`src/rtl/json_stream_lexer.sv`:
```
// json_stream_lexer: byte-stream JSON tokenizer, one ASCII byte per cycle in,
// one token per handshake out, with payload length and nesting depth.
// Ports:
//   clk, rst_n                     clock, async active-low reset
//   in_valid/in_ready/in_data/in_last   byte stream (in_last marks document end)
//   tok_valid/tok_ready/tok_type/tok_len/tok_depth   token stream
//   err_valid/err_code             sticky error flag and code
//   done                           sticky clean end of document
module json_stream_lexer #(
    parameter  int unsigned MAX_DEPTH = 16,
    parameter  int unsigned LEN_W     = 16,
    localparam int unsigned DW        = $clog2(MAX_DEPTH + 1)
) (
    input  logic             clk,
    input  logic             rst_n,
    input  logic             in_valid,
    output logic             in_ready,
    input  logic [7:0]       in_data,
    input  logic             in_last,
    output logic             tok_valid,
    input  logic             tok_ready,
    output logic [3:0]       tok_type,
    output logic [LEN_W-1:0] tok_len,
    output logic [DW-1:0]    tok_depth,
    output logic             err_valid,
    output logic [1:0]       err_code,
    output logic             done
);

    // Stack sized to the full depth-index range so depth_q indexes it directly
    localparam int unsigned SW = 2 ** DW;

    localparam logic [3:0] TOK_OBJ_BEGIN = 4'd0;
    localparam logic [3:0] TOK_OBJ_END   = 4'd1;
    localparam logic [3:0] TOK_ARR_BEGIN = 4'd2;
    localparam logic [3:0] TOK_ARR_END   = 4'd3;
    localparam logic [3:0] TOK_COLON     = 4'd4;
    localparam logic [3:0] TOK_COMMA     = 4'd5;
    localparam logic [3:0] TOK_STRING    = 4'd6;
    localparam logic [3:0] TOK_NUMBER    = 4'd7;
    localparam logic [3:0] TOK_TRUE      = 4'd8;
    localparam logic [3:0] TOK_FALSE     = 4'd9;
    localparam logic [3:0] TOK_NULL      = 4'd10;

    localparam logic [1:0] ERR_NWNF  = 2'd0;
    localparam logic [1:0] ERR_UNEXP = 2'd1;
    localparam logic [1:0] ERR_NEST  = 2'd2;
    localparam logic [1:0] ERR_TRUNC = 2'd3;

    typedef enum logic [2:0] {
        S_SCAN, S_STRING, S_STR_ESC, S_NUMBER, S_LITERAL, S_ERROR, S_DONE
    } state_e;

    function automatic logic is_ws(input logic [7:0] b);
        return (b == 8'h20) || (b == 8'h09) || (b == 8'h0A) || (b == 8'h0D);
    endfunction

    function automatic logic is_num(input logic [7:0] b);
        return ((b >= "0") && (b <= "9")) || (b == "-") || (b == "+") ||
               (b == ".") || (b == "e") || (b == "E");
    endfunction

    // Expected character of literal word sel (0 true, 1 false, 2 null) at pos
    function automatic logic [7:0] lit_char(input logic [1:0] sel, input logic [2:0] pos);
        logic [39:0] w;
        logic [7:0]  c;
        case (sel)
            2'd0:    w = {"true", 8'h00};
            2'd1:    w = "false";
            default: w = {"null", 8'h00};
        endcase
        case (pos)
            3'd0:    c = w[39:32];
            3'd1:    c = w[31:24];
            3'd2:    c = w[23:16];
            3'd3:    c = w[15:8];
            3'd4:    c = w[7:0];
            default: c = 8'h00;
        endcase
        return c;
    endfunction

    state_e            state_q, state_d;
    logic [DW-1:0]     depth_q, depth_d;
    logic [SW-1:0]     stack_q, stack_d;      // 1 = array, 0 = object
    logic [LEN_W-1:0]  len_q, len_d;
    logic [1:0]        lit_sel_q, lit_sel_d;
    logic [2:0]        lit_pos_q, lit_pos_d;
    logic [7:0]        replay_q, replay_d;
    logic              replay_full_q, replay_full_d;
    logic              replay_last_q, replay_last_d;
    logic              any_tok_q, any_tok_d;
    logic              tok_valid_q, tok_valid_d;
    logic [3:0]        tok_type_q, tok_type_d;
    logic [LEN_W-1:0]  tok_len_q, tok_len_d;
    logic [DW-1:0]     tok_depth_q, tok_depth_d;
    logic              err_valid_q, err_valid_d;
    logic [1:0]        err_code_q, err_code_d;
    logic              done_q, done_d;

    logic              live, tok_free, proc_en, cur_last, defer_last;
    logic [7:0]        cur_byte;
    logic [LEN_W-1:0]  len_inc;
    logic              emit, raise;
    logic [3:0]        emit_type;
    logic [LEN_W-1:0]  emit_len;
    logic [DW-1:0]     emit_depth;
    logic [1:0]        raise_code;

    assign live     = (state_q != S_ERROR) && (state_q != S_DONE);
    assign tok_free = !tok_valid_q || tok_ready;
    assign in_ready = tok_free && !replay_full_q && live;
    // A held replay byte takes priority; in_ready is low while it is held
    assign proc_en  = live && tok_free && (replay_full_q || in_valid);
    assign cur_byte = replay_full_q ? replay_q : in_data;
    assign cur_last = replay_full_q ? replay_last_q : in_last;
    assign len_inc  = (&len_q) ? len_q : len_q + LEN_W'(1);

    // State and datapath registers
    always_ff @(posedge clk or negedge rst_n) begin
        if (!rst_n) begin
            state_q       <= S_SCAN;
            depth_q       <= '0;
            stack_q       <= '0;
            len_q         <= '0;
            lit_sel_q     <= '0;
            lit_pos_q     <= '0;
            replay_q      <= '0;
            replay_full_q <= 1'b0;
            replay_last_q <= 1'b0;
            any_tok_q     <= 1'b0;
            tok_valid_q   <= 1'b0;
            tok_type_q    <= '0;
            tok_len_q     <= '0;
            tok_depth_q   <= '0;
            err_valid_q   <= 1'b0;
            err_code_q    <= '0;
            done_q        <= 1'b0;
        end else begin
            state_q       <= state_d;
            depth_q       <= depth_d;
            stack_q       <= stack_d;
            len_q         <= len_d;
            lit_sel_q     <= lit_sel_d;
            lit_pos_q     <= lit_pos_d;
            replay_q      <= replay_d;
            replay_full_q <= replay_full_d;
            replay_last_q <= replay_last_d;
            any_tok_q     <= any_tok_d;
            tok_valid_q   <= tok_valid_d;
            tok_type_q    <= tok_type_d;
            tok_len_q     <= tok_len_d;
            tok_depth_q   <= tok_depth_d;
            err_valid_q   <= err_valid_d;
            err_code_q    <= err_code_d;
            done_q        <= done_d;
        end
    end

    // Next-state: byte classification, stack, token load, error/end handling
    always_comb begin
        state_d       = state_q;
        depth_d       = depth_q;
        stack_d       = stack_q;
        len_d         = len_q;
        lit_sel_d     = lit_sel_q;
        lit_pos_d     = lit_pos_q;
        replay_d      = replay_q;
        replay_full_d = replay_full_q;
        replay_last_d = replay_last_q;
        any_tok_d     = any_tok_q;
        tok_valid_d   = tok_valid_q;
        tok_type_d    = tok_type_q;
        tok_len_d     = tok_len_q;
        tok_depth_d   = tok_depth_q;
        err_valid_d   = err_valid_q;
        err_code_d    = err_code_q;
        done_d        = done_q;
        emit          = 1'b0;
        emit_type     = TOK_OBJ_BEGIN;
        emit_len      = LEN_W'(1);
        emit_depth    = depth_q;
        raise         = 1'b0;
        raise_code    = ERR_NWNF;
        defer_last    = 1'b0;

        if (tok_valid_q && tok_ready) tok_valid_d = 1'b0;

        if (proc_en) begin
            replay_full_d = 1'b0;
            case (state_q)
                S_SCAN: begin
                    if (is_ws(cur_byte)) begin
                        // dropped
                    end else if ((cur_byte == "{") || (cur_byte == "[")) begin
                        if (depth_q == DW'(MAX_DEPTH)) begin
                            raise      = 1'b1;
                            raise_code = ERR_NEST;
                        end else begin
                            emit             = 1'b1;
                            emit_type        = (cur_byte == "[") ? TOK_ARR_BEGIN : TOK_OBJ_BEGIN;
                            stack_d[depth_q] = (cur_byte == "[");
                            depth_d          = depth_q + DW'(1);
                        end
                    end else if ((cur_byte == "}") || (cur_byte == "]")) begin
                        if ((depth_q == '0) ||
                            (stack_q[depth_q - DW'(1)] != (cur_byte == "]"))) begin
                            raise      = 1'b1;
                            raise_code = ERR_NEST;
                        end else begin
                            emit       = 1'b1;
                            emit_type  = (cur_byte == "]") ? TOK_ARR_END : TOK_OBJ_END;
                            depth_d    = depth_q - DW'(1);
                            emit_depth = depth_q - DW'(1);
                        end
                    end else if (cur_byte == ":") begin
                        emit      = 1'b1;
                        emit_type = TOK_COLON;
                    end else if (cur_byte == ",") begin
                        emit      = 1'b1;
                        emit_type = TOK_COMMA;
                    end else if (cur_byte == "\"") begin
                        state_d = S_STRING;
                        len_d   = '0;
                    end else if ((cur_byte == "-") || ((cur_byte >= "0") && (cur_byte <= "9"))) begin
                        len_d = LEN_W'(1);
                        if (cur_last) begin
                            emit      = 1'b1;
                            emit_type = TOK_NUMBER;
                        end else begin
                            state_d = S_NUMBER;
                        end
                    end else if ((cur_byte == "t") || (cur_byte == "f") || (cur_byte == "n")) begin
                        state_d   = S_LITERAL;
                        lit_pos_d = 3'd1;
                        lit_sel_d = (cur_byte == "t") ? 2'd0 : ((cur_byte == "f") ? 2'd1 : 2'd2);
                    end else begin
                        raise      = 1'b1;
                        raise_code = ERR_UNEXP;
                    end
                end
                S_STRING: begin
                    if (cur_byte < 8'h20) begin
                        raise      = 1'b1;
                        raise_code = ERR_UNEXP;
                    end else if (cur_byte == "\"") begin
                        emit      = 1'b1;
                        emit_type = TOK_STRING;
                        emit_len  = len_q;
                        state_d   = S_SCAN;
                    end else begin
                        len_d = len_inc;
                        if (cur_byte == "\\") state_d = S_STR_ESC;
                    end
                end
                S_STR_ESC: begin
                    len_d   = len_inc;
                    state_d = S_STRING;
                end
                S_NUMBER: begin
                    if (is_num(cur_byte)) begin
                        len_d = len_inc;
                        if (cur_last) begin
                            emit      = 1'b1;
                            emit_type = TOK_NUMBER;
                            emit_len  = len_inc;
                            state_d   = S_SCAN;
                        end
                    end else begin
                        // Terminator is re-run in SCAN once the token register frees
                        emit          = 1'b1;
                        emit_type     = TOK_NUMBER;
                        emit_len      = len_q;
                        state_d       = S_SCAN;
                        replay_d      = cur_byte;
                        replay_full_d = 1'b1;
                        replay_last_d = cur_last;
                        defer_last    = 1'b1;
                    end
                end
                S_LITERAL: begin
                    if (cur_byte != lit_char(lit_sel_q, lit_pos_q)) begin
                        raise      = 1'b1;
                        raise_code = ERR_UNEXP;
                    end else if (lit_pos_q == ((lit_sel_q == 2'd1) ? 3'd4 : 3'd3)) begin
                        emit      = 1'b1;
                        emit_len  = LEN_W'(lit_pos_q) + LEN_W'(1);
                        state_d   = S_SCAN;
                        case (lit_sel_q)
                            2'd0:    emit_type = TOK_TRUE;
                            2'd1:    emit_type = TOK_FALSE;
                            default: emit_type = TOK_NULL;
                        endcase
                    end else begin
                        lit_pos_d = lit_pos_q + 3'd1;
                    end
                end
                default: begin
                    state_d = state_q;
                end
            endcase

            any_tok_d = any_tok_q | emit;

            if (emit) begin
                tok_valid_d = 1'b1;
                tok_type_d  = emit_type;
                tok_len_d   = emit_len;
                tok_depth_d = emit_depth;
            end

            // Byte-level errors outrank the end-of-document checks
            if (raise) begin
                state_d     = S_ERROR;
                err_valid_d = 1'b1;
                err_code_d  = raise_code;
            end else if (cur_last && !defer_last) begin
                if (!any_tok_d) begin
                    state_d     = S_ERROR;
                    err_valid_d = 1'b1;
                    err_code_d  = ERR_NWNF;
                end else if ((depth_d != '0) || (state_d == S_STRING) ||
                             (state_d == S_STR_ESC) || (state_d == S_LITERAL)) begin
                    state_d     = S_ERROR;
                    err_valid_d = 1'b1;
                    err_code_d  = ERR_TRUNC;
                end else begin
                    state_d = S_DONE;
                    done_d  = 1'b1;
                end
            end
        end
    end

    assign tok_valid = tok_valid_q;
    assign tok_type  = tok_type_q;
    assign tok_len   = tok_len_q;
    assign tok_depth = tok_depth_q;
    assign err_valid = err_valid_q;
    assign err_code  = err_code_q;
    assign done      = done_q;

endmodule

```
`config.mk`:
```
export PLATFORM = sky130hd
export DESIGN_NAME = json_stream_lexer
export DESIGN_NICKNAME = d
export VERILOG_FILES = /design/src/rtl/json_stream_lexer.sv
export SDC_FILE = /design/constraint.sdc
export NUM_CORES = 1
export LEC_CHECK = 0
export CORE_UTILIZATION = 35
export CTS_CLUSTER_DIAMETER = 100
export CTS_CLUSTER_SIZE = 8
export DETAILED_ROUTE_END_ITERATION = 12
export GPL_TIMING_DRIVEN = 0
export PLACE_DENSITY = 0.52
export SLEW_MARGIN = 20
export SYNTH_ARGS = -nofsm -noshare
export SYNTH_HDL_FRONTEND = slang
export SYNTH_SLANG_ARGS = --single-unit
```
`constraint.sdc`:
```
create_clock -name clk -period 4.4 [get_ports clk]
set_clock_uncertainty 0.05 [all_clocks]
set_input_delay 0.88 -clock clk [delete_from_list [all_inputs] [get_ports clk]]
set_output_delay 0.88 -clock clk [all_outputs]
set_load 0.05 [all_outputs]
```
==> impl_metrics.json, run 1 <==
{
  "grt_max_degree": 71,
  "rsz0062_at_grt": "no",
  "cp-start-kind": "input port",
  "layout.nets": 909,
  "clock.fmax_mhz": 239,
  "synth_commonest_cells": "dfrtp_1, nor2_1, nand2_1",
  "leakage_uw": 0.00342,
  "ioPinCount": 44,
  "io_buffers": 43,
  "cts_htree_levels": 3,
  "synthToLayoutAreaGrowth_pct": 17.2,
  "synth_mux_area_share_pct": 10.5,
  "start_util_pct": 35.6,
  "yosysUniqueCellTypes": 91,
  "setup_viol": 0,
  "dp_hpwl_um": 15800,
  "crit_required_ns": 4.62,
  "synthAdderAreaFrac_pct": 1.91,
  "synth-edff-count": 0,
  "ys_seq_area_share_pct": 35.4,
  "final.setup.tns_ns": 0,
  "synth_nets": 847,
  "m1WireLength_um": 11000,
  "dr_wl_met3_um": 936,
  "holdBufCountCts": 0,
  "yosys_warnings": 0,
  "drv_cap": 0,
  "path_class": "input port to flip-flop",
  "drt_pass1_iterations": 5,
  "ir_drop_mv": 0.274,
  "drtAntennaViolNets": 0,
  "fin_crit_ns": 4.18,
  "cts.sinks": 102,
  "synth_largest_area_cell": "dfrtp_1",
  "hold_violations": 0,
  "grt_pass1_wl_um": 35400,
  "yosys.area_share.xor_xnor_pct": 2.55,
  "synthTopCellsByArea": "dfrtp_1, mux2_2, nor2_1",
  "die_x_um": 146,
  "wl_per_cell_um": 18.7,
  "synth_seq_cells": 102,
  "rows": 52,
  "synth_top_family_by_area": "simple AND/OR/NAND/NOR gates",
  "highest_layer": "met4",
  "synth_area_per_cell_um2": 8.76,
  "num_antenna_cells": 0,
  "first_global_vias": 6254,
  "finalPower_uw": 2490,
  "overflow": 0,
  "globalplace.congestion": 0.891,
  "dr_wl_met2_um": 9500,
  "power-per-cell-area_mw_per_mm2": 295,
  "worstPathArrival_ns": 4.40,
  "synth_area_mm2": 0.00721,
  "synthSimpleGateAreaFrac_pct": 24.2,
  "clock-root-buffer": "clkbuf_16",
  "post-place-ws_ns": -0.530,
  "coreArea_mm2": 0.0202,
  "drtIter0Drc": 476,
  "vias": 6499,
  "cts_tree": "yes",
  "wl_um": 21600,
  "drive_gt1_share_pct": 13.6,
  "synth_compound_area_share_pct": 20.7,
  "synth_ff_type": "dfrtp_1",
  "slew_violations": 0,
  "worstMarginPinSlew_ns": 0.807,
  "crit_fanout": 10,
  "numCtsBuffers": 9,
  "synth_top_area_share_pct": 35.4,
  "syn-instance-count": 823,
  "dieHeight_um": 146,
  "clk-insertion-delay-late_ns": 0.36,
  "slew_headroom_pct": 45.8,
  "end_kind": "flip-flop",
  "min_path_type": "input port to asynchronous set/reset pin",
  "die-area_mm2": 0.0212,
  "finalWorstSetupSlack_ns": 0.221,
  "async_flop_share_pct": 100,
  "drc_errors": 0,
  "path_clk_slew_ns": 0.08,
  "post-route-period-util_pct": 95.0,
  "status": "completed",
  "nFillCells": 2040,
  "yosysMostFrequentCell": "dfrtp_1",
  "ctsLongestPathBuffers": 2,
  "antenna_found_initial": 0,
  "track_usage_pct": 21.2,
  "viasPerCell": 5.60
}
-- cell families after synthesis --
group                    count (synthesis)
multiplexers                            58
XOR/XNOR                                18
adder cells (fa/ha/maj)                 11
AO/OA/AOI/OAI                          223
buffers and inverters                   71
flip-flops                             102
AND/OR/NAND/NOR                        340
-- final cells by class --
cell class,count,area (µm²),area share [%]
tap,270,338,4.00
clock buffer,10,229,2.71
sequential,102,2550,30.2
clock inverter,6,65.1,0.770
buffer,48,265,3.14
timing repair buffer,52,519,6.15
inverter,22,86.3,1.02
multi-input combinational,650,4390,52.0
-- final timing paths --
kind | from | slack (ns) | cells after the start | endpoint
worst min register to register | stack_q[16] | 0.42 | 1 | stack_q[16]
min in group clk | stack_q[16] | 0.42 | 1 | stack_q[16]
worst max-delay path | in_data[5] | 0.22 | 10 | len_q[2]
worst max register to register | depth_q[0] | 0.27 | 14 | err_code[0]
worst min-delay path | rst_n | 0.35 | 1 | tok_valid
max in group asynchronous | rst_n | 3.28 | 2 | depth_q[4]
-- where the power goes --
part | internal (µW) | switching [µW] | leakage (µW) | total (µW)
combinational | 221 | 458 | 0.00191 | 680
sequential | 962 | 25.6 | 0.00136 | 988
clock | 403 | 418 | 0.000144 | 821
-- placed cells by master (no fill, tap or decap), drive strengths merged, types with 13 or more instances in the layout --
master | netlist | layout
nand3 | 20 | 20
and3 | 18 | 18
clkbuf | 31 | 42
dfrtp | 102 | 102
nand2 | 88 | 88
a31oi | 14 | 14
xnor2 | 16 | 16
nor3 | 27 | 27
a21oi | 48 | 48
inv | 22 | 25
clkdlybuf4s50 | 0 | 42
buf | 18 | 26
nor2 | 89 | 89
mux2 | 38 | 38
and2 | 13 | 13
o21ai | 57 | 57
-- state kept, by name (all words and copies together) (netlist names) --
name           cells
stack_q           32
len_q             16
tok_len           16
replay_q           8
depth_q            5
tok_depth          5
tok_type           4
lit_pos_q          3
state_q            3
err_code           2
lit_sel_q          2
any_tok_q          1
done               1
err_valid          1
replay_full_q      1
replay_last_q      1
tok_valid          1
-- layer usage --
metal  up-vias  global-route usage (%)
met5         -                       0
met2       171                    32.4
met4         0                    4.16
met3        21                    3.26
met1      3136                    31.7
li1       3171                       -
-- what timing repair did --
| action | in CTS | in global routing |
|---|---|---|
| buffers inserted | 0 | 8 |
| gates resized for setup | 3 | 18 |
| endpoints found under the setup margin | 25 | 47 |
| pin swaps | 0 | 4 |
| gates cloned | 0 | 0 |
-- critical path, cell delays in order --
cell and delay (ns):
clkdlybuf4s50_1 0.59, or3b_1 0.44, a22o_1 0.31, or3_1 0.52
nor2_1 0.13, a31oi_1 0.10, o21ai_1 0.70, clkbuf_1 0.46
o21ai_0 0.16, o31ai_1 0.09
-- stage by stage --
stage	area, µm²	instances	hold WS [ns]	utilization, %
after global routing	8450	1160	0.366	41.7
after global placement	7980	1136	0.410	39.4
after floorplan	7210	823	0.374	-
after CTS	8310	1153	0.367	41.1
after detailed placement	8010	1137	0.410	39.6
final	8450	1160	0.347	41.7
Power figures use the tool's default switching activity.
==> run 2, diff against run 1 <==
- CORE_ASPECT_RATIO: default -> 1.1
==> impl_metrics.json, run 2 (same netlist as run 1, synthesis figures left out) <==
{
  "vias": 6459,
  "clock-root-buffer": "clkbuf_16",
  "holdBufCountCts": 0,
  "drv_cap": 0,
  "clock.fmax_mhz": 238,
  "min_path_type": "input port to asynchronous set/reset pin",
  "dp_hpwl_um": 16100,
  "postLayoutCoreUtil_pct": 41.9,
  "slew_violations": 0,
  "grt_pass1_wl_um": 35500,
  "clk-insertion-delay-late_ns": 0.37,
  "slew_headroom_pct": 53.4,
  "worstMarginPinSlew_ns": 0.691,
  "path_clk_slew_ns": 0.08,
  "ioPinCount": 44,
  "final.setup.tns_ns": 0,
  "post-route-period-util_pct": 95.5,
  "crit_required_ns": 4.65,
  "wl_per_cell_um": 19.1,
  "io_buffers": 43,
  "first_global_vias": 6369,
  "drtIter0Drc": 380,
  "wl_um": 21800,
  "rsz0062_at_grt": "yes",
  "layout_common_cells": "dfrtp_1, nor2_1, nand2_1, o21ai_0, a21oi_1",
  "hold_violations": 0,
  "cts_tree": "yes",
  "ir_drop_mv": 0.257,
  "cts_htree_levels": 3,
  "ff2ff_setup_slack_ns": 0.20,
  "cpLargestDelayFamily": "simple AND/OR/NAND/NOR gates",
  "setup_viol": 0,
  "largest_reg_flops": 32,
  "worstPathArrival_ns": 4.45,
  "path_class": "flip-flop to flip-flop",
  "viasPerCell": 5.68,
  "place_inst": 1119,
  "crit_top_cell": "buf_6",
  "violations": "DRC",
  "finalPower_uw": 2460,
  "cp-start-kind": "flip-flop",
  "ctsLongestPathBuffers": 2,
  "r2r_cells": 14,
  "status": "finished, violations left",
  "largest-register": "stack_q",
  "numCtsBuffers": 9,
  "drive_gt1_share_pct": 13.1,
  "rows": 54,
  "drc_errors": 7,
  "drt_pass1_iterations": 8,
  "synthToLayoutAreaGrowth_pct": 16.2,
  "r2r_end": "done",
  "drtAntennaViolNets": 0,
  "coreArea_mm2": 0.0200,
  "overflow": 0,
  "whs_ns": 0.343,
  "grt_max_degree": 76,
  "layout.nets": 906,
  "antenna_found_initial": 0,
  "crit_fanout": 10,
  "cts.sinks": 102,
  "globalplace.congestion": 0.880,
  "start_util_pct": 36.0,
  "fin_cells": 1138,
  "fin_crit_ns": 4.20,
  "cp_slowest_stage_delay_ns": 0.60,
  "regToRegStartpoint": "depth_q[0]",
  "die-area_mm2": 0.0212,
  "power-per-cell-area_mw_per_mm2": 293,
  "final_common_cell": "dfrtp_1",
  "end_kind": "flip-flop",
  "path_cells": "buf_6 -> inv_1 -> ha_4 -> or3b_1 -> buf_6 -> xnor2_4 -> mux4_2 -> xnor2_2 -> or3_1 -> buf_6 -> mux2i_1 -> nand4_1 -> a21oi_1 -> a41o_1",
  "track_usage_pct": 21.2,
  "num_antenna_cells": 0,
  "die_x_um": 139,
  "slowest_stage": "mux4_2",
  "leakage_uw": 0.00339,
  "dieHeight_um": 153,
  "crit_buf_inv": 4
}
-- run 2: cell types whose count changed in the layout (fill, tap and decap cells not counted), sizes merged --
cell,change
inv,-2
clkinvlp,+1
buf,-4
clkinv,+1
-- run 2: worst max-delay path by stage --
stage	startpoint	to	slack, ns	cells after the start
floorplan	depth_q[0]	err_code[0]	0.61	14
global placement	rst_n	len_q[10]	-1.82	1
detailed placement	in_data[5]	tok_len[5]	-0.43	9
CTS	in_data[5]	len_q[4]	0.01	11
global route	in_data[5]	len_q[4]	-0.02	11
finish	depth_q[0]	done	0.20	14
-- run 2: repair_timing --
action / CTS / global route
hold endpoints to repair: 0 / 0
pin swaps: 0 / 2
endpoints found under the setup margin: 29 / 46
gates resized for setup: 4 / 15
cloned: 0 / 0
setup buffers: 0 / 4
-- run 2: cell type report --
type                            count  area [µm²]
Tap cell                          252         315
Inverter                           22        82.6
Sequential cell                   102        2550
Timing Repair Buffer               48         489
Clock buffer                        9         225
Fill cell                        2013       11600
Clock inverter                      6        60.1
Multi-Input combinational cell    650        4380
Buffer                             49         267
-- run 2: routing by layer --
layer  track usage [%]  vias up  share of wire [%]
li1                  -     3152                  -
met1              27.8     3132                 45
met2              36.4      145                 49
met3              2.89       30                4.0
met4              5.98        0                1.9
met5                 0        -                  0
-- run 2: through the flow --
| step | worst slack, ns | instance area, µm² |
|---|---|---|
| floorplan | 0.607 | 7210 |
| global placement | -1.82 | 7960 |
| detailed placement | -0.429 | 7980 |
| CTS | 0.0144 | 8290 |
| global route | -0.0214 | 8380 |
| finish | 0.200 | 8380 |
-- run 2: power by group --
part,total (µW),internal (µW),leakage [µW],switching (µW)
clock network,804,393,0.000132,411
registers,988,962,0.00136,25.7
logic,666,209,0.00190,457
-- run 2: worst register-to-register path: stages, from the launching register on --
cell	delay, ns
dfrtp_2	0.48
buf_6	0.20
inv_1	0.22
ha_4	0.24
or3b_1	0.37
buf_6	0.15
xnor2_4	0.13
mux4_2	0.60
xnor2_2	0.22
or3_1	0.35
buf_6	0.15
mux2i_1	0.20
nand4_1	0.21
a21oi_1	0.37
a41o_1	0.23
==> run 3, diff against run 2 <==
- CTS_CLUSTER_SIZE: 8 -> 10
- GPL_ROUTABILITY_DRIVEN: default -> 0
- SKIP_CTS_REPAIR_TIMING: default -> 1
==> impl_metrics.json, run 3 (same netlist as run 1, synthesis figures left out) <==
{
  "status": "finished, violations left",
  "violations": "DRC",
  "grt_pass1_wl_um": 35500,
  "whs_ns": 0.343,
  "wl_per_cell_um": 19.1,
  "cts_htree_levels": 3,
  "overflow": 0,
  "hold_violations": 0,
  "pwr-share-clk_pct": 32.7,
  "finalPower_uw": 2450,
  "regToRegStartpoint": "depth_q[0]",
  "track_usage_pct": 21.2,
  "largest_reg_flops": 32,
  "largest-register": "stack_q",
  "clock.fmax_mhz": 239,
  "die-area_mm2": 0.0212,
  "io_buffers": 43,
  "cts_tree": "yes",
  "r2r_cells": 14,
  "worstMarginPinSlew_ns": 0.724,
  "nFillCells": 2013,
  "antenna_found_initial": 0,
  "numCtsBuffers": 9,
  "crit_fanout": 10,
  "cts.sinks": 102,
  "path_class": "flip-flop to flip-flop",
  "die_x_um": 139,
  "wl_um": 21700,
  "power-per-cell-area_mw_per_mm2": 293,
  "final_common_cell": "dfrtp_1",
  "grt_max_degree": 76,
  "cp-start-kind": "flip-flop",
  "synthToLayoutAreaGrowth_pct": 16.1,
  "viasPerCell": 5.69,
  "layout.nets": 906,
  "drc_errors": 7,
  "power_frac_seq_pct": 40.3,
  "vias": 6478,
  "slew_violations": 0,
  "rsz0062_at_grt": "yes",
  "r2r_end": "done",
  "crit_required_ns": 4.65,
  "dieHeight_um": 153,
  "path_cells": "buf_6 -> inv_1 -> ha_4 -> or3b_1 -> buf_6 -> xnor2_4 -> mux4_2 -> xnor2_2 -> or3_1 -> buf_6 -> mux2i_1 -> nand4_1 -> a21oi_1 -> a41o_1",
  "drtIter0Drc": 384,
  "drt_pass1_iterations": 9,
  "rows": 54,
  "leakage_uw": 0.00339,
  "first_global_vias": 6370,
  "worstPathArrival_ns": 4.44,
  "ir_drop_mv": 0.257,
  "crit_top_cell": "buf_6",
  "p_sw_uw": 891,
  "end_kind": "flip-flop",
  "clock-root-buffer": "clkbuf_16",
  "comb_power_share_pct": 27.1,
  "path_clk_slew_ns": 0.08,
  "ff2ff_setup_slack_ns": 0.21,
  "cp_slowest_stage_delay_ns": 0.59,
  "ioPinCount": 44,
  "post-route-period-util_pct": 95.3,
  "drv_cap": 0,
  "drive_gt1_share_pct": 13.0,
  "setup_viol": 0,
  "slowest_stage": "mux4_2",
  "num_antenna_cells": 0,
  "layout_common_cells": "dfrtp_1, nor2_1, nand2_1, o21ai_0, a21oi_1",
  "drtAntennaViolNets": 0,
  "start_util_pct": 36.0,
  "dp_hpwl_um": 16100,
  "p_int_uw": 1560,
  "min_path_type": "input port to asynchronous set/reset pin",
  "clk-insertion-delay-late_ns": 0.36,
  "ctsLongestPathBuffers": 2,
  "p_sw_share_pct": 36.3,
  "fin_crit_ns": 4.19,
  "coreArea_mm2": 0.0200,
  "slew_headroom_pct": 51.4
}
## run 3: cell counts in the layout (fill, tap and decap cells not counted)
No cell type changed its count.
## run 3: cell type report
| cell class | instances | area (µm²) | share of cell area, % |
|---|---|---|---|
| inverter | 22 | 82.6 | 0.986 |
| tap | 252 | 315 | 3.77 |
| clock buffer | 9 | 225 | 2.69 |
| timing repair buffer | 48 | 489 | 5.84 |
| buffer | 49 | 267 | 3.18 |
| clock inverter | 6 | 60.1 | 0.717 |
| multi-input combinational | 650 | 4380 | 52.3 |
| sequential | 102 | 2550 | 30.5 |
## run 3: worst max-delay path by stage
stage	from	to	depth (start not counted)
global route	in_data[5]	done	11
detailed placement	in_data[5]	tok_len[5]	9
CTS	depth_q[0]	tok_len[14]	14
global placement	rst_n	len_q[10]	1
finish	depth_q[0]	done	14
floorplan	depth_q[0]	err_code[0]	14
## run 3: power groups by stage
stage | combinational (µW) | sequential (µW) | clock [µW]
2_1_floorplan | 406 | 1030 | 0
5_1_grt | 721 | 992 | 852
3_5_place_dp | 651 | 1000 | 0
4_1_cts | 654 | 985 | 820
6_report | 664 | 988 | 802
3_3_place_gp | 650 | 1000 | 0
## run 3: worst max-delay path, delay by kind of cell, from the launching register on
family                   cells  cell delay, ns
AO/OA/AOI/OAI                2            0.60
multiplexers                 2            0.78
AND/OR/NAND/NOR              3            0.93
XOR/XNOR                     2            0.35
adder cells (fa/ha/maj)      1            0.24
buffers and inverters        4            0.71
flip-flops                   1            0.48
## run 3: per-stage QoR
stage	TNS (ns)	cell area, µm²	worst slack (ns)	instances	utilization (%)
floorplan	0	7210	0.607	823	-
global route	-0.0251	8370	-0.0171	1138	41.9
detailed placement	-10.94	7980	-0.429	1119	39.9
CTS	-2.60	8270	-0.182	1134	41.3
global placement	-198.21	7960	-1.82	1118	39.8
finish	0	8370	0.209	1138	41.9
## run 3: layer usage
metal | track usage, % | share of wire, % | vias to the layer above
li1 | - | - | 3155
met1 | 27.8 | 45 | 3130
met2 | 36.4 | 49 | 162
met3 | 2.89 | 4.2 | 31
met4 | 5.98 | 1.9 | 0
met5 | 0 | 0 | -
